`src/rtl/spi_controller.sv`:
```
// SPI mode-0 initiator: valid/ready byte stream in, rx_byte/rx_valid out.
// Optional debug outputs enabled by defining SPI_CONTROLLER_DEBUG_EN.
module spi_controller #(
  parameter int CLK_DIV  = 8,
  parameter int CS_SETUP = 4,
  parameter int CS_HOLD  = 4
) (
  input  logic       clk,
  input  logic       rst,
  input  logic [7:0] tx_byte,
  input  logic       tx_last,
  input  logic       tx_valid,
  output logic       tx_ready,
  output logic [7:0] rx_byte,
  output logic       rx_valid,
  output logic       busy,
  output logic       SCLK,
  output logic       COPI,
  output logic       CS,
  input  logic       CIPO
`ifdef SPI_CONTROLLER_DEBUG_EN
  ,
  output logic [2:0]  debug_state,
  output logic [3:0]  debug_bit_count,
  output logic [15:0] debug_frame_count
`endif
);

  localparam int MAX_SH = (CS_SETUP > CS_HOLD) ? CS_SETUP : CS_HOLD;
  localparam int MAX_P  = (CLK_DIV > MAX_SH) ? CLK_DIV : MAX_SH;
  localparam int CW     = $clog2(MAX_P + 1);

  localparam logic [CW-1:0] DIV_LD = CW'(CLK_DIV - 1);
  localparam logic [CW-1:0] SET_LD = CW'(CS_SETUP - 1);
  localparam logic [CW-1:0] HLD_LD = CW'(CS_HOLD - 1);

  typedef enum logic [2:0] {
    IDLE      = 3'd0,
    SETUP     = 3'd1,
    LOW       = 3'd2,
    HIGH      = 3'd3,
    WAIT_NEXT = 3'd4,
    HOLD      = 3'd5,
    GAP       = 3'd6
  } state_t;

  state_t        state;
  logic [CW-1:0] cnt;
  logic [2:0]    bit_cnt;
  logic [6:0]    tx_shift;
  logic [7:0]    rx_shift;
  logic          last;

  assign tx_ready = (state == IDLE) || (state == WAIT_NEXT);
  assign busy     = (state != IDLE);

  // Frame sequencer: CS framing, SCLK phases, shift registers
  always_ff @(posedge clk or negedge rst) begin
    if (!rst) begin
      state    <= IDLE;
      cnt      <= '0;
      bit_cnt  <= '0;
      tx_shift <= '0;
      rx_shift <= '0;
      last     <= 1'b0;
      rx_byte  <= '0;
      rx_valid <= 1'b0;
      SCLK     <= 1'b0;
      COPI     <= 1'b0;
      CS       <= 1'b1;
    end else begin
      rx_valid <= 1'b0;
      unique case (state)
        IDLE: begin
          if (tx_valid) begin
            tx_shift <= tx_byte[6:0];
            last     <= tx_last;
            CS       <= 1'b0;
            COPI     <= tx_byte[7];
            bit_cnt  <= '0;
            cnt      <= SET_LD;
            state    <= SETUP;
          end
        end
        SETUP, LOW: begin
          if (cnt == '0) begin
            SCLK     <= 1'b1;
            rx_shift <= {rx_shift[6:0], CIPO};
            cnt      <= DIV_LD;
            state    <= HIGH;
          end else begin
            cnt <= cnt - 1'b1;
          end
        end
        HIGH: begin
          if (cnt == '0) begin
            SCLK <= 1'b0;
            if (bit_cnt != 3'd7) begin
              bit_cnt  <= bit_cnt + 1'b1;
              COPI     <= tx_shift[6];
              tx_shift <= {tx_shift[5:0], 1'b0};
              cnt      <= DIV_LD;
              state    <= LOW;
            end else begin
              rx_byte  <= rx_shift;
              rx_valid <= 1'b1;
              cnt      <= HLD_LD;
              state    <= last ? HOLD : WAIT_NEXT;
            end
          end else begin
            cnt <= cnt - 1'b1;
          end
        end
        WAIT_NEXT: begin
          if (tx_valid) begin
            tx_shift <= tx_byte[6:0];
            last     <= tx_last;
            COPI     <= tx_byte[7];
            bit_cnt  <= '0;
            cnt      <= DIV_LD;
            state    <= LOW;
          end
        end
        HOLD: begin
          if (cnt == '0) begin
            CS    <= 1'b1;
            cnt   <= HLD_LD;
            state <= GAP;
          end else begin
            cnt <= cnt - 1'b1;
          end
        end
        GAP: begin
          if (cnt == '0) begin
            state <= IDLE;
          end else begin
            cnt <= cnt - 1'b1;
          end
        end
        default: state <= IDLE;
      endcase
    end
  end

`ifdef SPI_CONTROLLER_DEBUG_EN
  // Registered debug view; frame count steps when CS rises
  always_ff @(posedge clk or negedge rst) begin
    if (!rst) begin
      debug_state       <= '0;
      debug_bit_count   <= '0;
      debug_frame_count <= '0;
    end else begin
      debug_state     <= state;
      debug_bit_count <= {1'b0, bit_cnt};
      if (state == HOLD && cnt == '0)
        debug_frame_count <= debug_frame_count + 16'd1;
    end
  end
`endif

endmodule

```
`config.mk`:
```
export PLATFORM = sky130hd
export DESIGN_NAME = spi_controller
export DESIGN_NICKNAME = d
export VERILOG_FILES = /design/src/rtl/spi_controller.sv
export SDC_FILE = /design/constraint.sdc
export NUM_CORES = 1
export LEC_CHECK = 0
export CAP_MARGIN = 20
export CORE_AREA = 2 2 66 68
export DETAILED_ROUTE_END_ITERATION = 16
export DIE_AREA = 0 0 68 70
export PLACE_DENSITY = 0.71
export SLEW_MARGIN = 5
export SYNTH_ARGS = -nofsm -noshare
export SYNTH_HDL_FRONTEND = slang
export SYNTH_SLANG_ARGS = --single-unit
```
`constraint.sdc`:
```
create_clock -name clk -period 1.9 [get_ports clk]
set_input_delay 0.285 -clock clk [delete_from_list [all_inputs] [get_ports clk]]
set_output_delay 0.285 -clock clk [all_outputs]
set_load 0.01 [all_outputs]
```
==> qor.txt <==
DP Wirelength: 2.55 mm
yosys warns: 0
total congestion overflow: 0
DR iter-0 viols: 47
largest net degree at the start of global routing: 39
hold buffers post-CTS: 0
worst path arrival time: 2.06 ns
syn_nets: 178
slack of the worst reg-to-reg path: 0.03 ns
Die W: 68 um
fill count: 353
All-Layer GR Usage: 0.179
worst hold path type: in -> async
Non-Filler Instances: 257
setup TNS: 0 ns
Peak supply drop: 0.000572 V
skew final: 0.00854 ns
Max-Slew Margin vs Limit: 0.685
Skew-Pair Late Insertion Delay: 0.30 ns
DRC viols: 0
via count: 1360
slowest cell delay on critical path: 0.46 ns
reg2reg end: bit_cnt[0]$_DFFE_PN0P_
largest family of logic cells by synthesized area: multiplexers
Nets: 221
Post-Place Cells: 245
core area: 4140 um2
post-synthesis simple-gate area fraction: 0.113
Final Slew Violations: 0
H-tree levels: 2
Worst setup EP type: flop
Tcrit/Tclk final: 0.984
synthesized area per cell: 11.6 um2
Syn-to-layout area delta: 29.5%
commonest non-fill, non-tap cell in the layout: dfrtp_1
commonest cells after routing, fill and taps aside: dfrtp_1 (37), clkdlybuf4s50_1 (24), mux2_2 (18)
max cap viols: 0
cell leakage power: 1.15 nW
Vias/cell: 5.29
Post-Syn Instances: 161
minimum clock period: 1.87 ns
dpl ws: 0.0208 ns
Synth Area in Compound Gates: 0.134
TritonCTS Buffers: 5
mux cell area share after synthesis: 0.157
ANT cells: 0
Pwr per Cell Area: 1330 nW/um2
die area: 4760 um2
total power: 3.23 mW
Clock Sinks: 38
number of global-route vias before repair: 1373
Yosys reg bits: 38
number of distinct library cells after synthesis: 38
CTS root buf: clkbuf_8
layout cells sized above 1: 0.327
Synth Area in XOR/XNOR: 0.0140
register area share after synthesis: 0.508
measured slew at the worst slew-check pin: 0.472 ns
global-route wire length before repair: 6.33 mm
crit path max fanout: 3
Syn Std Cell Area: 1870 um2
Final GP Congestion: 0.850
DR pass1 iterations: 4
endpoints failing hold: 0
Avg WL per Cell: 14.7 um
clk slew on worst S/H paths: 0.08 ns
adder-cell share of the synthesized area: 0.0267
antenna-violating nets left: 0
total wire length: 3.77 mm
IO Count: 27
final setup fails: 0
CTS tree: done
Reg-to-Reg Start: cnt[1]$_DFFE_PN0P_
Max Clk Rate: 0.535 GHz
r2r worst-path depth: 6
crit-path cells: inv_2, ha_4, or4b_4, o31ai_4, buf_6, mux2_4
Initial Util: 0.452
Worst path slowest cell: or4b_4
Longest Clk Path Bufs: 2
# rows: 24
Setup CP Type: reg -> reg
Worst Slack Setup Final: 0.0300 ns
die height: 70 um
initial antenna violation count: 0
hold slack: 0.406 ns
Worst EP required: 2.09 ns
PortBufs: 26
startpoint types: flop
status: finished clean
==> worst max-delay path by stage <==
| stage | end | slack (ns) | depth (start not counted) | startpoint |
|---|---|---|---|---|
| finish | bit_cnt[0]$_DFFE_PN0P_ | 0.03 | 6 | cnt[1]$_DFFE_PN0P_ |
| detailed placement | bit_cnt[0]$_DFFE_PN0P_ | 0.02 | 5 | cnt[1]$_DFFE_PN0P_ |
| global route | bit_cnt[0]$_DFFE_PN0P_ | -0.02 | 6 | cnt[0]$_DFFE_PN0P_ |
| global placement | bit_cnt[0]$_DFFE_PN0P_ | 0.06 | 5 | cnt[0]$_DFFE_PN0P_ |
| CTS | bit_cnt[0]$_DFFE_PN0P_ | 0.009 | 5 | cnt[1]$_DFFE_PN0P_ |
| floorplan | bit_cnt[0]$_DFFE_PN0P_ | 0.07 | 5 | cnt[0]$_DFFE_PN0P_ |
==> state kept, by name, indices dropped and copies added (netlist names), 3 cells and up <==
register / count
state: 3
rx_shift: 8
rx_byte: 8
cnt: 4
bit_cnt: 3
tx_shift: 7
==> metrics by stage <==
| stage | util | cell area (um2) |
|---|---|---|
| floorplan | - | 1870 |
| global placement | 0.547 | 2270 |
| detailed placement | 0.547 | 2270 |
| CTS | 0.570 | 2360 |
| global route | 0.586 | 2430 |
| finish | 0.586 | 2430 |
==> cell type report <==
type / count / area [um2] / area share
clock buffers: 6 / 82.6 / 0.0340
clock inverters: 2 / 12.5 / 0.00515
inverters: 10 / 37.5 / 0.0155
multi-input cells: 105 / 851 / 0.351
flip-flops and latches: 38 / 952 / 0.392
well taps: 52 / 65.1 / 0.0268
repair buffers: 44 / 427 / 0.176
==> report_power, final <==
| part | leakage, nW | switching (mW) | total [mW] | internal (mW) |
|---|---|---|---|---|
| clock | 0.0472 | 0.300 | 0.592 | 0.292 |
| combinational | 0.630 | 0.693 | 1.42 | 0.731 |
| sequential | 0.474 | 0.148 | 1.21 | 1.07 |
==> logic make-up (layout without fill, tap and decap cells) <==
logic type | Yosys count | count (layout)
AO/OA/AOI/OAI | 34 | 34
XOR/XNOR | 3 | 3
adder cells (fa/ha/maj) | 4 | 4
buffers and inverters | 18 | 62
flip-flops | 38 | 38
multiplexers | 27 | 27
AND/OR/NAND/NOR | 37 | 37
==> Yosys cell counts (all sizes together) <==
cell type	number	area [um2]
clkbuf	3	11.3
a2bb2oi	1	8.76
ha	4	50.1
nand3	4	20.0
dfrtp	37	926
nor3	4	20.0
o31ai	1	21.3
xnor2	1	8.76
a22o	1	8.76
o21ai	7	46.3
inv	10	37.5
buf	5	38.8
or4b	1	13.8
a22oi	1	7.51
and3	1	6.26
nor2	12	45.0
nor2b	1	6.26
nand4	1	12.5
xor2	2	17.5
nor3b	2	20.0
o21a	1	7.51
a21oi	13	91.3
mux2i	8	80.1
nand2	8	30.0
mux2	19	214
o211a	1	10.0
or2	1	6.26
a31oi	4	25.0
nor4b	1	23.8
o22ai	4	25.0
or3b	1	8.76
dfstp	1	26.3
==> worst max-delay path: cells and delay by family (launching register included) <==
kind,cells,cell delay [ns]
compound gates,1,0.23
fa+ha+maj,1,0.14
buf+inv,2,0.24
flops,1,0.39
mux,1,0.29
simple gates,1,0.46
==> what timing repair did <==
action                                  4_1_cts  5_1_grt
pin swaps                                     1        2
endpoints found under the setup margin        5       11
gates cloned                                  0        1
hold endpoints to repair                      0        0
resized for setup                             4        5
setup buffers                                 0        3
==> metal layers <==
metal	GRT usage	vias up	wire [um]
li1	-	649	-
met1	0.212	673	1530
met2	0.293	28	1990
met3	0.0548	10	150
met4	0.0800	0	94
met5	0	-	0
Power figures use the tool's default switching activity.
